<file path="src/rtl/mem_arbiter.sv">
// Single-port RAM arbiter between instruction fetch and load/store data paths.
// Define MEM_ARB_STARVE_GUARD_EN to bound how long fetch can lose to data.
module mem_arbiter #(
  parameter int ADDR_W       = 8,
  parameter int DATA_W       = 16,
  parameter int STARVE_LIMIT = 4
) (
  input  logic              clk,
  input  logic              rst_n,
  input  logic              f_req,
  input  logic [ADDR_W-1:0] f_addr,
  output logic              f_gnt,
  output logic              f_rvalid,
  output logic [DATA_W-1:0] f_rdata,
  input  logic              d_req,
  input  logic              d_we,
  input  logic [ADDR_W-1:0] d_addr,
  input  logic [DATA_W-1:0] d_wdata,
  output logic              d_gnt,
  output logic              d_rvalid,
  output logic [DATA_W-1:0] d_rdata,
  output logic [ADDR_W-1:0] ram_addr,
  output logic [DATA_W-1:0] ram_wdata,
  output logic              ram_w_en,
  input  logic [DATA_W-1:0] ram_rdata
);

  typedef enum logic [2:0] {
    IDLE,
    F_ACC,
    D_RD,
    D_WR,
    F_RESP,
    D_RESP
  } state_t;

  state_t            state, state_nx;
  logic [ADDR_W-1:0] addr_q, addr_nx;
  logic [DATA_W-1:0] wdata_q, wdata_nx;
  logic [DATA_W-1:0] f_rdata_q, d_rdata_q;
  logic              fetch_wins;

`ifdef MEM_ARB_STARVE_GUARD_EN
  localparam int CNT_W = $clog2(STARVE_LIMIT + 1);

  logic [CNT_W-1:0] starve_cnt;
  logic             decide;
  logic             contested;

  always_comb begin
    decide     = (state == IDLE) || (state == F_RESP) ||
                 (state == D_RESP) || (state == D_WR);
    contested  = f_req && d_req;
    fetch_wins = f_req && (!d_req || (starve_cnt == CNT_W'(STARVE_LIMIT)));
  end

  // Counts consecutive contested losses by fetch; any fetch win restarts it.
  always_ff @(posedge clk) begin
    if (!rst_n) begin
      starve_cnt <= '0;
    end else if (decide) begin
      if (fetch_wins) begin
        starve_cnt <= '0;
      end else if (contested) begin
        starve_cnt <= starve_cnt + CNT_W'(1);
      end
    end
  end
`else
  always_comb begin
    fetch_wins = f_req && !d_req;
  end
`endif

  always_comb begin
    state_nx = state;
    addr_nx  = addr_q;
    wdata_nx = wdata_q;
    case (state)
      F_ACC:   state_nx = F_RESP;
      D_RD:    state_nx = D_RESP;
      default: begin
        // IDLE, F_RESP, D_RESP and D_WR all end with an arbitration decision.
        if (fetch_wins) begin
          state_nx = F_ACC;
          addr_nx  = f_addr;
        end else if (d_req) begin
          state_nx = d_we ? D_WR : D_RD;
          addr_nx  = d_addr;
          wdata_nx = d_wdata;
        end else begin
          state_nx = IDLE;
        end
      end
    endcase
  end

  always_ff @(posedge clk) begin
    if (!rst_n) begin
      state     <= IDLE;
      addr_q    <= '0;
      wdata_q   <= '0;
      f_rdata_q <= '0;
      d_rdata_q <= '0;
    end else begin
      state   <= state_nx;
      addr_q  <= addr_nx;
      wdata_q <= wdata_nx;
      if (state == F_RESP) begin
        f_rdata_q <= ram_rdata;
      end
      if (state == D_RESP) begin
        d_rdata_q <= ram_rdata;
      end
    end
  end

  // Response data passes straight through in the RESP cycle, then holds.
  always_comb begin
    f_gnt     = (state == F_ACC);
    d_gnt     = (state == D_RD) || (state == D_WR);
    ram_w_en  = (state == D_WR) && rst_n;
    f_rvalid  = (state == F_RESP) && rst_n;
    d_rvalid  = (state == D_RESP) && rst_n;
    f_rdata   = (state == F_RESP) ? ram_rdata : f_rdata_q;
    d_rdata   = (state == D_RESP) ? ram_rdata : d_rdata_q;
    ram_addr  = addr_q;
    ram_wdata = wdata_q;
  end

endmodule

</file>
<file path="config.mk">
export PLATFORM = sky130hd
export DESIGN_NAME = mem_arbiter
export DESIGN_NICKNAME = d
export VERILOG_FILES = /design/src/rtl/mem_arbiter.sv
export SDC_FILE = /design/constraint.sdc
export NUM_CORES = 1
export LEC_CHECK = 0
export ABC_CLOCK_PERIOD_IN_PS = 4400
export BUFFER_PORTS_ARGS = -buffer_cell sky130_fd_sc_hd__buf_4
export CORE_MARGIN = 8
export CORE_UTILIZATION = 45
export DETAILED_ROUTE_END_ITERATION = 7
export GPL_TIMING_DRIVEN = 0
export PLACE_DENSITY_LB_ADDON = 0.1
export REMOVE_ABC_BUFFERS = 1
export SLEW_MARGIN = 20
export SYNTH_ARGS = -nofsm -noshare
export SYNTH_HDL_FRONTEND = slang
export SYNTH_SLANG_ARGS = --single-unit
</file>
<file path="constraint.sdc">
create_clock -name clk -period 4.4 [get_ports clk]
set_input_delay 0.44 -clock clk [delete_from_list [all_inputs] [get_ports clk]]
set_output_delay 0.44 -clock clk [all_outputs]
set_load 0.01 [all_outputs]
</file>
==> results of run 1 <==
## Yosys cell counts
| library cell | n |
|---|---|
| buf_6 | 1 |
| nand3_1 | 16 |
| and2_1 | 33 |
| inv_1 | 2 |
| mux2_2 | 23 |
| nor2_1 | 11 |
| buf_2 | 4 |
| buf_4 | 1 |
| o21ai_2 | 1 |
| dfxtp_1 | 59 |
| nor2b_1 | 1 |
| nand3b_2 | 1 |
| xnor2_1 | 1 |
| mux2i_1 | 8 |
| nor3_1 | 2 |
| o21ai_0 | 16 |
| nand2_1 | 16 |
| mux2_4 | 9 |
| clkbuf_1 | 9 |
| nor3b_4 | 1 |
| buf_1 | 1 |
| nand2b_1 | 2 |
| o22a_1 | 1 |
| and3_1 | 1 |
| a22oi_1 | 1 |
| a211oi_1 | 8 |
## sequential cells by signal (all words and copies together), names as in the netlist
signal	count
ram_wdata	16
ram_addr	8
state	3
d_rdata_q	16
f_rdata_q	16
## cell families after synthesis
logic type | count (synthesis)
xor gates and xnor gates | 1
DFF | 59
buffers and inverters | 18
and+or+nand+nor | 84
muxes | 40
AOI/OAI and AO/OA | 27
## report_power, final
group          internal (mW)  switching, mW  total, mW
combinational          0.163          0.138      0.301
clock                  0.231          0.202      0.433
sequential             0.580         0.0233      0.603
## layout by cell type (no fill, tap or decap), types with 2 or more instances in the layout
cell type	n
nor2_1	11
nor3_1	2
nand2b_1	2
o21ai_0	16
mux2_2	23
nand3_1	16
dfxtp_1	59
mux2_4	9
clkbuf_8	11
buf_4	113
inv_1	2
and2_1	33
nand2_1	16
a211oi_1	8
clkinv_2	4
mux2i_1	8
## final cells by class
cell class / count / share of cell area
multi-input combinational: 152 / 0.325
clock inverter: 5 / 0.00807
timing repair buffer: 113 / 0.249
tap: 70 / 0.0257
clock buffer: 11 / 0.0444
inverter: 2 / 0.00220
sequential: 59 / 0.346
## final timing paths
kind,end,slack [ps],cells after the start
max,f_rdata[3],1640,3
min,ram_wdata[7],360,3
max reg2reg,f_rdata_q[3],2280,3
min reg2reg,ram_wdata[1],470,2
## metrics by stage
step                      utilization  instance area, sq um  instances  hold slack [ps]  power, mW
after floorplan                     -                  2290        213              494      0.760
after global placement          0.632                  3230        396              453      0.914
after detailed placement        0.632                  3230        396              463      0.919
after CTS                       0.667                  3400        412              348       1.36
after global routing            0.668                  3410        412              349       1.41
final                           0.668                  3410        412              365       1.34
## per-layer routing
layer | routed length (um) | part of all wire | up-vias
li1 | - | - | 994
met1 | 2310 | 0.40 | 878
met2 | 2880 | 0.50 | 60
met3 | 521 | 0.090 | 9
met4 | 78 | 0.013 | 0
met5 | 0 | 0 | -
## worst reg2reg max path, stage by stage, from the launching register on
cell and delay [ps]:
dfxtp_1 490, nor3b_4 910, mux2_2 450, and2_1 160
==> impl_metrics.json, run 1 <==
{
  "status": "completed",
  "slew_headroom": 0.307,
  "peakVddDrop_uv": 224,
  "ant_nets": 0,
  "syn_to_final_growth_pct": 44.2,
  "cp_cell_sequence": "nor3b_4 -> mux2_2 -> buf_4",
  "layout-drive-gt1-share": 0.480,
  "fmax_mhz": 362,
  "cts_buffers": 9,
  "synth_compound_area_frac": 0.0698,
  "worstMarginPinSlew_ps": 1040,
  "timing.critical_path.buf_inv": 1,
  "ys_warn_count": 0,
  "track_usage": 0.152,
  "ios": 114,
  "yosys.area.top_type": "dfxtp_1",
  "die-area_sq_mm": 0.00783,
  "num_rows": 26,
  "die_w_um": 88.5,
  "synthSimpleGateAreaFrac": 0.191,
  "synth.distinct_cells": 26,
  "crit_start": "state[2]",
  "htree_levels": 3,
  "holdBufCountCts": 0,
  "start_util": 0.463,
  "post_cts_buffers": 0,
  "period_minus_slack_ps": 2760,
  "cts_resized": 0,
  "synth_top_family_by_area": "multiplexers",
  "antenna_found_initial": 0,
  "cts_tree": "yes",
  "clockRootBuffer": "clkbuf_8",
  "r2r-start": "state[2]",
  "diodes": 0,
  "fin_tns_setup_ps": 0,
  "maxCapViolations": 0,
  "clock_skew_ps": 3.78,
  "gp_congestion": 0.700,
  "setup_viol": 0,
  "synthTopCellsByArea": "dfxtp_1 (50%), mux2_2 (11%), and2_1 (8.7%)",
  "power_density_mw_per_mm2": 392,
  "top_usage_layer": "met2",
  "synth_area_per_cell_sq_um": 10.3,
  "syn_area_sq_mm": 0.00237,
  "cts_buffer_depth": 2,
  "groute.layer.met1.usage": 0.155,
  "avgRoutedWirePerCell_um": 14.1,
  "clk-insertion-delay-late_ps": 320,
  "seqCellArea_sq_mm": 0.00118,
  "yosysTopAreaCellShare": 0.499,
  "path_class": "flip-flop to output port",
  "syn_inst": 229,
  "grt_pass1_vias": 1966,
  "synthAdderAreaFrac": 0,
  "leakage_nw": 1.65,
  "cp-end-kind": "output port",
  "finalHoldViolations": 0,
  "die_h_um": 88.5,
  "cp_top_family": "simple AND/OR/NAND/NOR gates",
  "worstPathRequired_ps": 3960,
  "viasPerCell": 4.71,
  "cp_slowest_stage_delay_ps": 910,
  "hold_path.class": "input pin to flip-flop",
  "first_pass_iters": 4,
  "nNetsFinal": 390,
  "grt_max_degree": 68,
  "slowest_stage": "nor3b_4",
  "yosysSeqAreaShare": 0.499,
  "rsz0062_at_grt": "false",
  "core_sq_mm": 0.00511,
  "drc_errors": 0,
  "nFillCells": 439,
  "cp_data_arrival_time_ps": 2320,
  "wl_um": 5790,
  "dr.first_iter.drc_count": 51,
  "worstPathMaxFanout": 17,
  "cts_num_sinks": 59,
  "start_kind": "flip-flop",
  "multi_input_area_sq_mm": 0.00111,
  "post-place-ws_ps": 1990,
  "use_met3": 0.0622,
  "portBuffers": 113,
  "met2_usage": 0.259,
  "grt-ovfl-total": 0,
  "final_max_slew_viol_count": 0,
  "fin_crit_sh": 0.628,
  "ys_ff_latch": 59,
  "hold_start": "d_wdata[7]",
  "synth.area.mux_share": 0.200,
  "path_clk_slew_ps": 70,
  "place_hpwl_um": 4210,
  "dr_total_vias": 1941,
  "synth_xor_area_frac": 0.00370,
  "grt_pass1_wl_um": 9120,
  "worst_slack_ps": 1640
}
No activity file was read; power rests on OpenSTA's default activity.
==> run 2, diff against run 1 <==
Settings changed: ABC_CLOCK_PERIOD_IN_PS 4400 to 2500, CORE_UTILIZATION 45 to 41.
Clock period 4.4 ns to 2.5 ns, I/O delays scaled along.
==> run 2 against run 1 <==
Non-clock buffer count grew 1. Largest cell class unchanged. Global-route usage fell by 1.5 points. Via count down 1.3%. Die area is 8.0% higher. Clock-buffer cell count up 3.
==> impl_metrics.json, run 2 (synthesis results as in run 1) <==
{
  "clockRootBuffer": "clkbuf_8",
  "core_sq_mm": 0.00554,
  "multi_input_area_sq_mm": 0.00111,
  "clock_skew_ps": 8.66,
  "seqCellArea_sq_mm": 0.00118,
  "die_w_um": 92.0,
  "final_max_slew_viol_count": 0,
  "die-area_sq_mm": 0.00846,
  "diodes": 0,
  "place_hpwl_um": 4180,
  "maxCapViolations": 0,
  "peakVddDrop_uv": 401,
  "ant_nets": 0,
  "fin_hold_ws_ps": 169,
  "fin_crit_sh": 0.840,
  "cp_data_arrival_time_ps": 1850,
  "start_util": 0.427,
  "antenna_found_initial": 0,
  "finalHoldViolations": 0,
  "path_clk_slew_ps": 70,
  "ios": 114,
  "nFillCells": 513,
  "first_pass_iters": 4,
  "rsz0062_at_grt": "false",
  "cp-end-kind": "output port",
  "worstMarginPinSlew_ps": 674,
  "gp_congestion": 0.694,
  "nNetsFinal": 391,
  "cts_resized": 0,
  "portBuffers": 113,
  "hold_path.class": "input pin to flip-flop",
  "slew_headroom": 0.549,
  "worstPathRequired_ps": 2250,
  "cts_tree": "yes",
  "fin_tns_setup_ps": 0,
  "wl_um": 5810,
  "final_cell_mix": "buf_4 (113), dfxtp_1 (59), and2_1 (33)",
  "leakage_nw": 1.66,
  "period_minus_slack_ps": 2100,
  "grt-ovfl-total": 0,
  "cts_num_sinks": 59,
  "worstPathMaxFanout": 17,
  "fin_util": 0.619,
  "htree_levels": 3,
  "layout-drive-gt1-share": 0.472,
  "track_usage": 0.137,
  "viasPerCell": 4.62,
  "start_kind": "flip-flop",
  "path_class": "flip-flop to output port",
  "grt_pass1_vias": 1878,
  "power_density_mw_per_mm2": 686,
  "dr_total_vias": 1916,
  "final_common_cell": "buf_4",
  "cts_buffers": 9,
  "die_h_um": 92.0,
  "dr.first_iter.drc_count": 71,
  "syn_to_final_growth_pct": 44.9,
  "num_rows": 27,
  "fmax_mhz": 476,
  "clk-insertion-delay-late_ps": 330,
  "cts_buffer_depth": 2,
  "holdBufCountCts": 0,
  "setup_viol": 0,
  "status": "completed",
  "drc_errors": 0,
  "grt_max_degree": 68,
  "grt_pass1_wl_um": 9390,
  "avgRoutedWirePerCell_um": 14.0
}
-- run 2: cell count changes in the layout (fill, tap and decap cells not counted) --
cell	change
clkinv_2	-2
clkbuf_1	+3
buf_12	+1
clkinvlp_4	-1
-- run 2: where the power goes --
| group | switching, mW | internal [mW] | total, mW |
|---|---|---|---|
| Sequential | 0.0414 | 1.02 | 1.06 |
| Clock | 0.344 | 0.412 | 0.756 |
| Combinational | 0.244 | 0.292 | 0.536 |
-- run 2: per-layer routing --
metal / track usage / vias up / wire [um]
met1: 0.161 / 852 / 2640
met5: 0 / - / 0
met4: 0.0443 / 0 / 63
met3: 0.0725 / 6 / 490
met2: 0.208 / 63 / 2610
li1: - / 995 / -
-- run 2: critical path, cell delays in order (launching register included) --
cell	delay [ps]
dfxtp_1	490
nand3b_2	450
mux2_2	440
buf_4	150
-- run 2: what timing repair did --
item,in CTS,in global routing
setup buffers,1,0
endpoints found under the setup margin,7,0
hold endpoints to repair,0,0
-- run 2: through the flow --
step,power (mW),cell area (sq um),instances,setup WS (ps)
after floorplan,1.34,2290,213,663
after global placement,1.61,3230,398,275
after CTS,2.38,3420,415,385
final,2.35,3430,415,399
after global routing,2.48,3430,415,258
after detailed placement,1.62,3230,398,300
-- run 2: area by class of cell --
cell class / count / area share
clock buffer: 14 / 0.0474
sequential: 59 / 0.345
clock inverter: 2 / 0.00292
timing repair buffer: 114 / 0.253
multi-input combinational: 152 / 0.323
inverter: 2 / 0.00219
tap: 72 / 0.0263
-- run 2: path summary, 6_finish.rpt --
path / from / to / slack (ps) / cells past startpoint
min reg2reg: ram_wdata[15] / ram_wdata[15] / 470 / 2
max reg2reg: state[0] / ram_addr[5] / 810 / 4
min: d_wdata[8] / ram_wdata[8] / 170 / 3
max: state[2] / d_rdata[5] / 400 / 3
==> run 3, diff against run 2 <==
Settings changed: ABC_CLOCK_PERIOD_IN_PS 2500 to 2130, CORE_UTILIZATION 41 to 45.
Clock period 2.5 ns to 2.13 ns, I/O delays scaled along.
==> run 3 against run 2 <==
Setup slack lost 210 ps. Non-clock buffer count is 1 higher. Die area decreased by 7.4%. Register-to-register slack got worse by 390 ps. Core utilization rose by 5.7 points. Design area rose by 0.62%. Combinational power is 18% higher. Via count up 2.2%. Critical path depth up 1. Power grew 18%. Sequential power increased by 18%. Final cell count shrank 0.24%. Critical path type unchanged.
==> impl_metrics.json, run 3 (synthesis results as in run 1) <==
{
  "status": "completed",
  "portBuffers": 113,
  "gp_congestion": 0.700,
  "viasPerCell": 4.73,
  "cts_buffers": 9,
  "rsz0062_at_grt": "false",
  "place_hpwl_um": 4210,
  "clk-insertion-delay-late_ps": 320,
  "htree_levels": 3,
  "die_h_um": 88.5,
  "nNetsFinal": 392,
  "first_pass_iters": 4,
  "setup_viol": 0,
  "leakage_nw": 1.69,
  "core_sq_mm": 0.00511,
  "fin_crit_sh": 0.911,
  "start_kind": "flip-flop",
  "fin_hold_ws_ps": 138,
  "clock_skew_ps": 4.16,
  "ios": 114,
  "power_density_mw_per_mm2": 805,
  "maxCapViolations": 0,
  "peakVddDrop_uv": 464,
  "die-area_sq_mm": 0.00783,
  "final_max_slew_viol_count": 0,
  "fmax_mhz": 516,
  "final_common_cell": "buf_4",
  "track_usage": 0.153,
  "nFillCells": 435,
  "cp-end-kind": "output port",
  "diodes": 0,
  "clockRootBuffer": "clkbuf_8",
  "antenna_found_initial": 0,
  "dr.first_iter.drc_count": 62,
  "layout-drive-gt1-share": 0.485,
  "slew_headroom": 0.554,
  "wl_um": 5840,
  "cts_num_sinks": 59,
  "worstPathMaxFanout": 14,
  "cp_data_arrival_time_ps": 1730,
  "syn_to_final_growth_pct": 45.8,
  "finalHoldViolations": 0,
  "dr_total_vias": 1958,
  "cts_buffer_depth": 2,
  "worstPathRequired_ps": 1920,
  "hold_path.class": "input pin to flip-flop",
  "die_w_um": 88.5,
  "start_util": 0.463,
  "worst_slack_ps": 190,
  "grt_pass1_wl_um": 9180,
  "num_rows": 26,
  "drc_errors": 0,
  "period_minus_slack_ps": 1940,
  "final_cell_mix": "buf_4 (114), dfxtp_1 (58), and2_1 (33)",
  "post-place-ws_ps": -55.8,
  "grt-ovfl-total": 0,
  "path_class": "flip-flop to output port",
  "avgRoutedWirePerCell_um": 14.1,
  "grt_max_degree": 68,
  "cts_tree": "yes",
  "path_clk_slew_ps": 70,
  "ant_nets": 0,
  "worstMarginPinSlew_ps": 667,
  "grt_pass1_vias": 1978
}
==> run 3: changes by cell type in the layout (fill, tap and decap cells not counted), sizes merged <==
cell	before	now
buf	114	115
clkinv	2	4
clkbuf	14	11
clkinvlp	0	1
==> run 3: per-stage QoR <==
stage          TNS [ps]   util  area, sq um  total power, mW  instances
5_1_grt               0  0.675         3450             2.93        414
6_report              0  0.675         3450             2.78        414
4_1_cts               0  0.672         3430             2.81        414
3_3_place_gp       -453  0.632         3230             1.89        396
3_5_place_dp       -364  0.632         3230             1.90        396
2_1_floorplan         0      -         2290             1.57        213
==> run 3: critical path, cell delays in order, from the launching register on <==
cell and delay, ps:
dfxtp_2 430, nor3b_4 280, buf_12 190, mux2_2 350, buf_4 150
==> run 3: final timing paths <==
kind	start	to	slack, ps	cells past startpoint
setup / recovery	state[2]	f_rdata[1]	190	4
hold / removal	d_wdata[2]	ram_wdata[2]	140	3
setup reg to reg	state[0]	ram_addr[6]	420	4
hold reg to reg	ram_wdata[6]	ram_wdata[6]	470	2
==> run 3: per-layer routing <==
layer | vias up | routed length [um] | track usage
li1 | 1006 | - | -
met1 | 886 | 2340 | 0.155
met2 | 59 | 2920 | 0.261
met3 | 7 | 501 | 0.0613
met4 | 0 | 73 | 0.0829
met5 | - | 0 | 0
==> run 3: power by group <==
| group | switching [mW] | internal (mW) | leakage, nW | total, mW |
|---|---|---|---|---|
| Sequential | 0.0509 | 1.20 | 0.482 | 1.25 |
| Combinational | 0.288 | 0.347 | 1.11 | 0.635 |
| Clock | 0.416 | 0.477 | 0.0949 | 0.892 |
==> run 3: final cells by class <==
| cell class | instances | area, sq um | share of cell area |
|---|---|---|---|
| well taps | 70 | 87.6 | 0.0254 |
| clock inverters | 5 | 27.5 | 0.00798 |
| clock buffers | 11 | 151 | 0.0439 |
| multi-input cells | 152 | 1120 | 0.324 |
| flip-flops and latches | 59 | 1180 | 0.343 |
| repair buffers | 115 | 876 | 0.254 |
| inverters | 2 | 7.51 | 0.00218 |
==> run 3: what timing repair did <==
item | CTS | global route
setup endpoints to repair | 17 | 23
hold buffers | 0 | 0
setup buffers | 2 | 0
gates resized for setup | 0 | 2
pin swaps | 0 | 0
